===== src/rtl/vend_sequencer.sv =====
`default_nettype none
// =============================================================================
// Module      : vend_sequencer
// Description : Vending controller in front of a nickel-unit coin counter.
//               Credits or rejects coins, deducts the selected price with
//               greedy 25c/10c/5c counter decrements, pulses dispense and
//               then pays out change one coin per cycle. Sole driver of the
//               counter's increment and decrement strobes.
// Revision    : 1.0 - initial release
// =============================================================================
module vend_sequencer #(
    parameter int CW          = 6,
    parameter bit AUTO_CHANGE = 1'b1
) (
    input  logic          clk,
    input  logic          reset,
    input  logic          nickel,
    input  logic          dime,
    input  logic          quarter,
    input  logic          dollar,
    input  logic          sel_valid,
    input  logic [CW-1:0] sel_price,
    input  logic          cancel,
    input  logic [CW-1:0] coin_count,
    output logic          cnt_nickel,
    output logic          cnt_dime,
    output logic          cnt_quarter,
    output logic          cnt_dollar,
    output logic          cnt_down_5,
    output logic          cnt_down_10,
    output logic          cnt_down_25,
    output logic          eject_5,
    output logic          eject_10,
    output logic          eject_25,
    output logic          coin_reject,
    output logic          sel_denied,
    output logic          dispense,
    output logic          busy
);

    // Credit values carry one guard bit so a coin on top of full credit
    // can be compared against the maximum without wrapping.
    typedef logic [CW:0]   credit_t;
    typedef logic [CW-1:0] rem_t;

    typedef enum logic [1:0] {
        S_IDLE     = 2'd0,
        S_DEDUCT   = 2'd1,
        S_DISPENSE = 2'd2,
        S_CHANGE   = 2'd3
    } state_t;

    localparam credit_t c_max_credit = credit_t'((1 << CW) - 1);
    localparam credit_t c_val_1      = credit_t'(1);
    localparam credit_t c_val_2      = credit_t'(2);
    localparam credit_t c_val_5      = credit_t'(5);
    localparam credit_t c_val_20     = credit_t'(20);
    localparam rem_t    c_rem_1      = rem_t'(1);
    localparam rem_t    c_rem_2      = rem_t'(2);
    localparam rem_t    c_rem_5      = rem_t'(5);

    // ------------------------------------------------------------------
    // Registered state and outputs
    // ------------------------------------------------------------------
    state_t  r_state;
    rem_t    r_rem;
    logic    r_cnt_nickel;
    logic    r_cnt_dime;
    logic    r_cnt_quarter;
    logic    r_cnt_dollar;
    logic    r_cnt_down_5;
    logic    r_cnt_down_10;
    logic    r_cnt_down_25;
    logic    r_eject_5;
    logic    r_eject_10;
    logic    r_eject_25;
    logic    r_coin_reject;
    logic    r_sel_denied;
    logic    r_dispense;
    logic    r_busy;

    // ------------------------------------------------------------------
    // Combinational helpers and next values
    // ------------------------------------------------------------------
    credit_t w_credit_up;
    credit_t w_credit_dn;
    credit_t w_credit_eff;
    logic    w_coin_any;
    logic    w_coin_multi;
    credit_t w_coin_val;
    logic    w_coin_fits;
    rem_t    w_ded_step;
    credit_t w_chg_step;
    state_t  w_state_next;
    rem_t    w_rem_next;
    logic    w_cnt_nickel;
    logic    w_cnt_dime;
    logic    w_cnt_quarter;
    logic    w_cnt_dollar;
    logic    w_cnt_down_5;
    logic    w_cnt_down_10;
    logic    w_cnt_down_25;
    logic    w_eject_5;
    logic    w_eject_10;
    logic    w_eject_25;
    logic    w_coin_reject;
    logic    w_sel_denied;
    logic    w_dispense;

    // Effective credit: the counter readback lags our strobe by one cycle,
    // so add the delta of the strobe that is currently being applied.
    always_comb begin
        w_credit_up = '0;
        if (r_cnt_dollar) begin
            w_credit_up = c_val_20;
        end else if (r_cnt_quarter) begin
            w_credit_up = c_val_5;
        end else if (r_cnt_dime) begin
            w_credit_up = c_val_2;
        end else if (r_cnt_nickel) begin
            w_credit_up = c_val_1;
        end
        w_credit_dn = '0;
        if (r_cnt_down_25) begin
            w_credit_dn = c_val_5;
        end else if (r_cnt_down_10) begin
            w_credit_dn = c_val_2;
        end else if (r_cnt_down_5) begin
            w_credit_dn = c_val_1;
        end
        w_credit_eff = {1'b0, coin_count} + w_credit_up - w_credit_dn;
    end

    // Coin decode: only the highest-valued pulse of a cycle is a candidate.
    always_comb begin
        w_coin_any   = nickel | dime | quarter | dollar;
        w_coin_multi = (nickel & (dime | quarter | dollar)) |
                       (dime & (quarter | dollar)) |
                       (quarter & dollar);
        w_coin_val   = '0;
        if (dollar) begin
            w_coin_val = c_val_20;
        end else if (quarter) begin
            w_coin_val = c_val_5;
        end else if (dime) begin
            w_coin_val = c_val_2;
        end else if (nickel) begin
            w_coin_val = c_val_1;
        end
        w_coin_fits = (w_credit_eff + w_coin_val) <= c_max_credit;
    end

    // Greedy step sizes for price deduction and change payout.
    always_comb begin
        w_ded_step = '0;
        if (r_rem >= c_rem_5) begin
            w_ded_step = c_rem_5;
        end else if (r_rem >= c_rem_2) begin
            w_ded_step = c_rem_2;
        end else if (r_rem >= c_rem_1) begin
            w_ded_step = c_rem_1;
        end
        w_chg_step = '0;
        if (w_credit_eff >= c_val_5) begin
            w_chg_step = c_val_5;
        end else if (w_credit_eff >= c_val_2) begin
            w_chg_step = c_val_2;
        end else if (w_credit_eff >= c_val_1) begin
            w_chg_step = c_val_1;
        end
    end

    // Next-state and next-output decisions.
    always_comb begin
        w_state_next  = r_state;
        w_rem_next    = r_rem;
        w_cnt_nickel  = 1'b0;
        w_cnt_dime    = 1'b0;
        w_cnt_quarter = 1'b0;
        w_cnt_dollar  = 1'b0;
        w_cnt_down_5  = 1'b0;
        w_cnt_down_10 = 1'b0;
        w_cnt_down_25 = 1'b0;
        w_eject_5     = 1'b0;
        w_eject_10    = 1'b0;
        w_eject_25    = 1'b0;
        w_coin_reject = 1'b0;
        w_sel_denied  = 1'b0;
        w_dispense    = 1'b0;

        // Outside IDLE every coin goes back and every request is refused.
        if (r_state != S_IDLE) begin
            w_coin_reject = w_coin_any;
            w_sel_denied  = sel_valid;
        end

        case (r_state)
            S_IDLE: begin
                if (sel_valid) begin
                    w_coin_reject = w_coin_any;
                    if ((sel_price == '0) || ({1'b0, sel_price} > w_credit_eff)) begin
                        w_sel_denied = 1'b1;
                    end else begin
                        w_rem_next   = sel_price;
                        w_state_next = S_DEDUCT;
                    end
                end else if (cancel) begin
                    w_coin_reject = w_coin_any;
                    if (w_credit_eff != '0) begin
                        w_state_next = S_CHANGE;
                    end
                end else if (w_coin_any) begin
                    // Lower-valued companions of the chosen coin are returned.
                    w_coin_reject = w_coin_multi;
                    if (w_coin_fits) begin
                        w_cnt_dollar  = dollar;
                        w_cnt_quarter = quarter & ~dollar;
                        w_cnt_dime    = dime & ~quarter & ~dollar;
                        w_cnt_nickel  = nickel & ~dime & ~quarter & ~dollar;
                    end else begin
                        w_coin_reject = 1'b1;
                    end
                end
            end
            S_DEDUCT: begin
                w_cnt_down_25 = (w_ded_step == c_rem_5);
                w_cnt_down_10 = (w_ded_step == c_rem_2);
                w_cnt_down_5  = (w_ded_step == c_rem_1);
                w_rem_next    = r_rem - w_ded_step;
                if (w_rem_next == '0) begin
                    w_state_next = S_DISPENSE;
                end
            end
            S_DISPENSE: begin
                w_dispense = 1'b1;
                if (AUTO_CHANGE && (w_credit_eff != '0)) begin
                    w_state_next = S_CHANGE;
                end else begin
                    w_state_next = S_IDLE;
                end
            end
            S_CHANGE: begin
                w_cnt_down_25 = (w_chg_step == c_val_5);
                w_cnt_down_10 = (w_chg_step == c_val_2);
                w_cnt_down_5  = (w_chg_step == c_val_1);
                w_eject_25    = w_cnt_down_25;
                w_eject_10    = w_cnt_down_10;
                w_eject_5     = w_cnt_down_5;
                // Leave as soon as the coin being paid empties the credit.
                if (w_credit_eff == w_chg_step) begin
                    w_state_next = S_IDLE;
                end
            end
            default: begin
                w_state_next = S_IDLE;
            end
        endcase
    end

    // State and remaining-price register.
    always_ff @(posedge clk or posedge reset) begin
        if (reset) begin
            r_state <= S_IDLE;
            r_rem   <= '0;
        end else begin
            r_state <= w_state_next;
            r_rem   <= w_rem_next;
        end
    end

    // Output register; busy tracks the state it is registered alongside.
    always_ff @(posedge clk or posedge reset) begin
        if (reset) begin
            r_cnt_nickel  <= 1'b0;
            r_cnt_dime    <= 1'b0;
            r_cnt_quarter <= 1'b0;
            r_cnt_dollar  <= 1'b0;
            r_cnt_down_5  <= 1'b0;
            r_cnt_down_10 <= 1'b0;
            r_cnt_down_25 <= 1'b0;
            r_eject_5     <= 1'b0;
            r_eject_10    <= 1'b0;
            r_eject_25    <= 1'b0;
            r_coin_reject <= 1'b0;
            r_sel_denied  <= 1'b0;
            r_dispense    <= 1'b0;
            r_busy        <= 1'b0;
        end else begin
            r_cnt_nickel  <= w_cnt_nickel;
            r_cnt_dime    <= w_cnt_dime;
            r_cnt_quarter <= w_cnt_quarter;
            r_cnt_dollar  <= w_cnt_dollar;
            r_cnt_down_5  <= w_cnt_down_5;
            r_cnt_down_10 <= w_cnt_down_10;
            r_cnt_down_25 <= w_cnt_down_25;
            r_eject_5     <= w_eject_5;
            r_eject_10    <= w_eject_10;
            r_eject_25    <= w_eject_25;
            r_coin_reject <= w_coin_reject;
            r_sel_denied  <= w_sel_denied;
            r_dispense    <= w_dispense;
            r_busy        <= (w_state_next != S_IDLE);
        end
    end

    assign cnt_nickel  = r_cnt_nickel;
    assign cnt_dime    = r_cnt_dime;
    assign cnt_quarter = r_cnt_quarter;
    assign cnt_dollar  = r_cnt_dollar;
    assign cnt_down_5  = r_cnt_down_5;
    assign cnt_down_10 = r_cnt_down_10;
    assign cnt_down_25 = r_cnt_down_25;
    assign eject_5     = r_eject_5;
    assign eject_10    = r_eject_10;
    assign eject_25    = r_eject_25;
    assign coin_reject = r_coin_reject;
    assign sel_denied  = r_sel_denied;
    assign dispense    = r_dispense;
    assign busy        = r_busy;

endmodule
`default_nettype wire


===== config.mk =====
export PLATFORM = sky130hd
export DESIGN_NAME = vend_sequencer
export DESIGN_NICKNAME = d
export VERILOG_FILES = /design/src/rtl/vend_sequencer.sv
export SDC_FILE = /design/constraint.sdc
export NUM_CORES = 1
export LEC_CHECK = 0
export CORE_UTILIZATION = 45
export DETAILED_ROUTE_END_ITERATION = 12
export PLACE_DENSITY = 0.72
export REMOVE_ABC_BUFFERS = 1
export SLEW_MARGIN = 30
export SYNTH_ARGS = -nofsm -noshare
export SYNTH_HDL_FRONTEND = slang
export SYNTH_SLANG_ARGS = --single-unit

===== constraint.sdc =====
create_clock -name clk -period 4 [get_ports clk]
set_input_delay 0.8 -clock clk [delete_from_list [all_inputs] [get_ports clk]]
set_output_delay 0.8 -clock clk [all_outputs]
set_load 0.01 [all_outputs]

==> impl_metrics.py <==
metrics = {
    "outcome": {
        "status": "complete, no violations",
    },
    "timing": {
        "relSlewSlack_pct": 57.6,
        "clock.fmax_mhz": 259,
        "rsz0062_at_grt": "no",
        "worst_pin_slew_ns": 0.635,
        "hold-worst-slack_ns": 0.625,
        "finalMaxSlewViolations": 0,
        "setup_viol": 0,
        "final.min_clock_period_ns": 3.86,
        "hold_viol_final": 0,
        "timing.final.crit_share_pct": 96.5,
        "setup_ws_ns": 0.140,
        "final.setup_skew_ns": 0.00520,
    },
    "drt": {
        "drt_iter0_markers": 115,
        "wl_um": 5140,
        "antenna_left": 0,
        "drc": 0,
        "via_per_inst": 5.45,
        "detail_route.wl_per_cell_um": 14.5,
        "first_pass_iters": 4,
        "vias": 1930,
    },
    "finish": {
        "antenna_cells": 0,
        "largest_reg_flops": 6,
        "multi_input_area_um2": 1510,
        "top_register": "r_rem",
        "utilization_pct": 67.0,
        "final_nets": 347,
        "ff_latch_area_um2": 551,
        "reg_top3": "r_rem: 6 flops, r_state: 2 flops",
        "drive_gt1_share_pct": 23.8,
        "fin_cells": 354,
        "fill_cells": 359,
        "syn_to_final_growth_pct": 43.7,
    },
    "synthesis": {
        "yosys.area.top_type_share_pct": 27.1,
        "synth-main-ff-cell": "dfrtp_1",
        "syn_area_um2": 2030,
        "synthTopCellsByCount": "32 x inv_1, 25 x nand2_1, 22 x dfrtp_1, 19 x ha_1, 19 x nor2_1",
        "ys_ff_latch": 22,
        "yosysWarnings": 0,
        "synth_area_leaders": "dfrtp_1 27%, ha_1 12%, inv_1 5.9%",
        "avgSynthCellArea_um2": 8.60,
        "synthMostInstantiatedCell": "inv_1",
        "synth_seq_area_share_pct": 27.1,
        "syn_inst": 236,
        "synth_edf_count": 0,
        "synthArstFlopShare_pct": 100,
        "synthDistinctLibCells": 54,
        "synth_area_leader_cell": "dfrtp_1",
    },
    "clock_tree": {
        "postCtsHoldBufs": 0,
        "clkSinkCount": 22,
        "cts.path.max_buffers": 2,
        "clk_latency_ns": 0.26,
        "numCtsBuffers": 3,
        "h-tree-depth": 1,
        "cts_tree": "yes",
        "clk_pin_slew_worst_paths_ns": 0.08,
        "cts_root_buffer": "clkbuf_8",
    },
    "critical_path": {
        "cp-end-kind": "register",
        "crit_chain": "dlygate4sd2_1 -> inv_1 -> fa_1 -> buf_4 -> fa_2 -> and2b_2 -> o22ai_4 -> xor2_2 -> buf_4 -> maj3_2 -> a2111oi_4 -> buf_4 -> nor4b_1 -> a311o_1",
        "path_buf_inv": 5,
        "slowest_stage": "fa_1",
        "path_class": "in2reg",
        "required_ns": 4.15,
        "worstPathMaxFanout": 7,
        "crit_family": "adder cells",
        "crit_arrival_ns": 4.01,
        "cp_common_cell": "buf_4",
        "crit_path_start_kind": "input pin",
        "cpPeakStageDelay_ns": 0.43,
    },
    "global_route": {
        "track_usage_pct": 22.1,
        "grt_max_degree": 23,
        "grt-ovfl-total": 0,
        "grt_pass1_vias": 1842,
        "antenna_found_initial": 0,
        "grt_pass1_wl_um": 8680,
    },
    "die": {
        "dieArea_um2": 4790,
        "fp.dieH_um": 69.2,
        "initial_utilization_pct": 46.6,
        "die_w_um": 69.2,
        "io_pins": 34,
        "core_um2": 4350,
        "std_cell_rows": 24,
    },
    "placement": {
        "hpwl_um": 3840,
        "pre_cts_slack_ns": -0.592,
        "dp.cells": 345,
        "place_congestion": 0.886,
        "port_buffers": 33,
    },
    "flow_run": {
        "drv_cap": 0,
    },
    "pwr": {
        "powerDensity_nw_per_um2": 665,
        "leakage_nw": 1.35,
        "peakVddDrop_uv": 417,
    },
    "hold_path": {
        "min_path_type": "reg2reg",
    },
}
==> stage by stage <==
step / total power [mW] / cell area, um^2 / TNS (ns)
4_1_cts: 1.86 / 2820 / 0
3_3_place_gp: 1.50 / 2610 / -5.48
2_1_floorplan: 1.11 / 1990 / -0.0341
5_1_grt: 2.10 / 2920 / 0
3_5_place_dp: 1.53 / 2610 / -7.03
6_report: 1.94 / 2920 / 0
==> kinds of logic (layout without fill, tap and decap cells) <==
kind of cell	count (synthesis)	count (layout)	share of synthesized area (%)
xor gates and xnor gates	6	6	3.33
adders and majority gates	25	25	17.2
DFF	22	22	27.1
muxes	2	2	0.986
and+or+nand+nor	86	86	21.6
buffers and inverters	38	104	7.89
AOI/OAI and AO/OA	57	57	21.9
==> worst paths after layout <==
check / startpoint / slack (ns) / cells after the start / endpoint
max in group asynchronous: reset / 2.81 / 2 / r_state[1]
min: r_rem[5] / 0.62 / 1 / r_rem[5]
min in group asynchronous: reset / 0.87 / 2 / busy
min reg2reg: r_rem[5] / 0.62 / 1 / r_rem[5]
max: coin_count[1] / 0.14 / 14 / r_rem[4]
max reg2reg: cnt_quarter / 0.21 / 14 / r_rem[4]
==> report_power, final <==
| group | switching [mW] | total [mW] | internal (mW) |
|---|---|---|---|
| logic | 0.670 | 1.36 | 0.692 |
| registers | 0.0882 | 0.370 | 0.281 |
| clock network | 0.0748 | 0.208 | 0.134 |
| total | 0.833 | 1.94 | 1.11 |
==> what timing repair did <==
action	CTS	global route
resized for setup	18	20
setup endpoints to repair	11	16
pin swaps	13	10
setup buffers	4	1
gates cloned	0	0
==> area by class of cell <==
cell class	instances	area share, %
multi-input combinational	176	51.8
timing repair buffer	68	20.5
sequential	22	18.9
inverter	32	4.12
tap	52	2.23
clock buffer	3	1.42
clock inverter	1	1.03
==> layer usage <==
metal  GRT usage (%)  routed length [um]  vias up
met4            3.85                  42        0
met5               0                   0        -
met3            3.34                 183        6
met2            35.8                2530       58
li1                -                   -      969
met1            31.6                2390      897
==> cell usage in the layout, fill, tap and decap left out, types with 4 or more instances in the layout <==
cell             count
ha_1                15
clkdlybuf4s50_1     31
a21oi_1              9
nor2_1              19
ha_4                 4
inv_2                5
fa_1                 4
nand2_1             23
nor2b_1              5
inv_1               27
buf_4               34
nand2b_1             4
nor4_1               4
nor3_1               8
o21ai_0              8
dfrtp_1             22
Note: power is estimated with default switching activity, not from simulation.
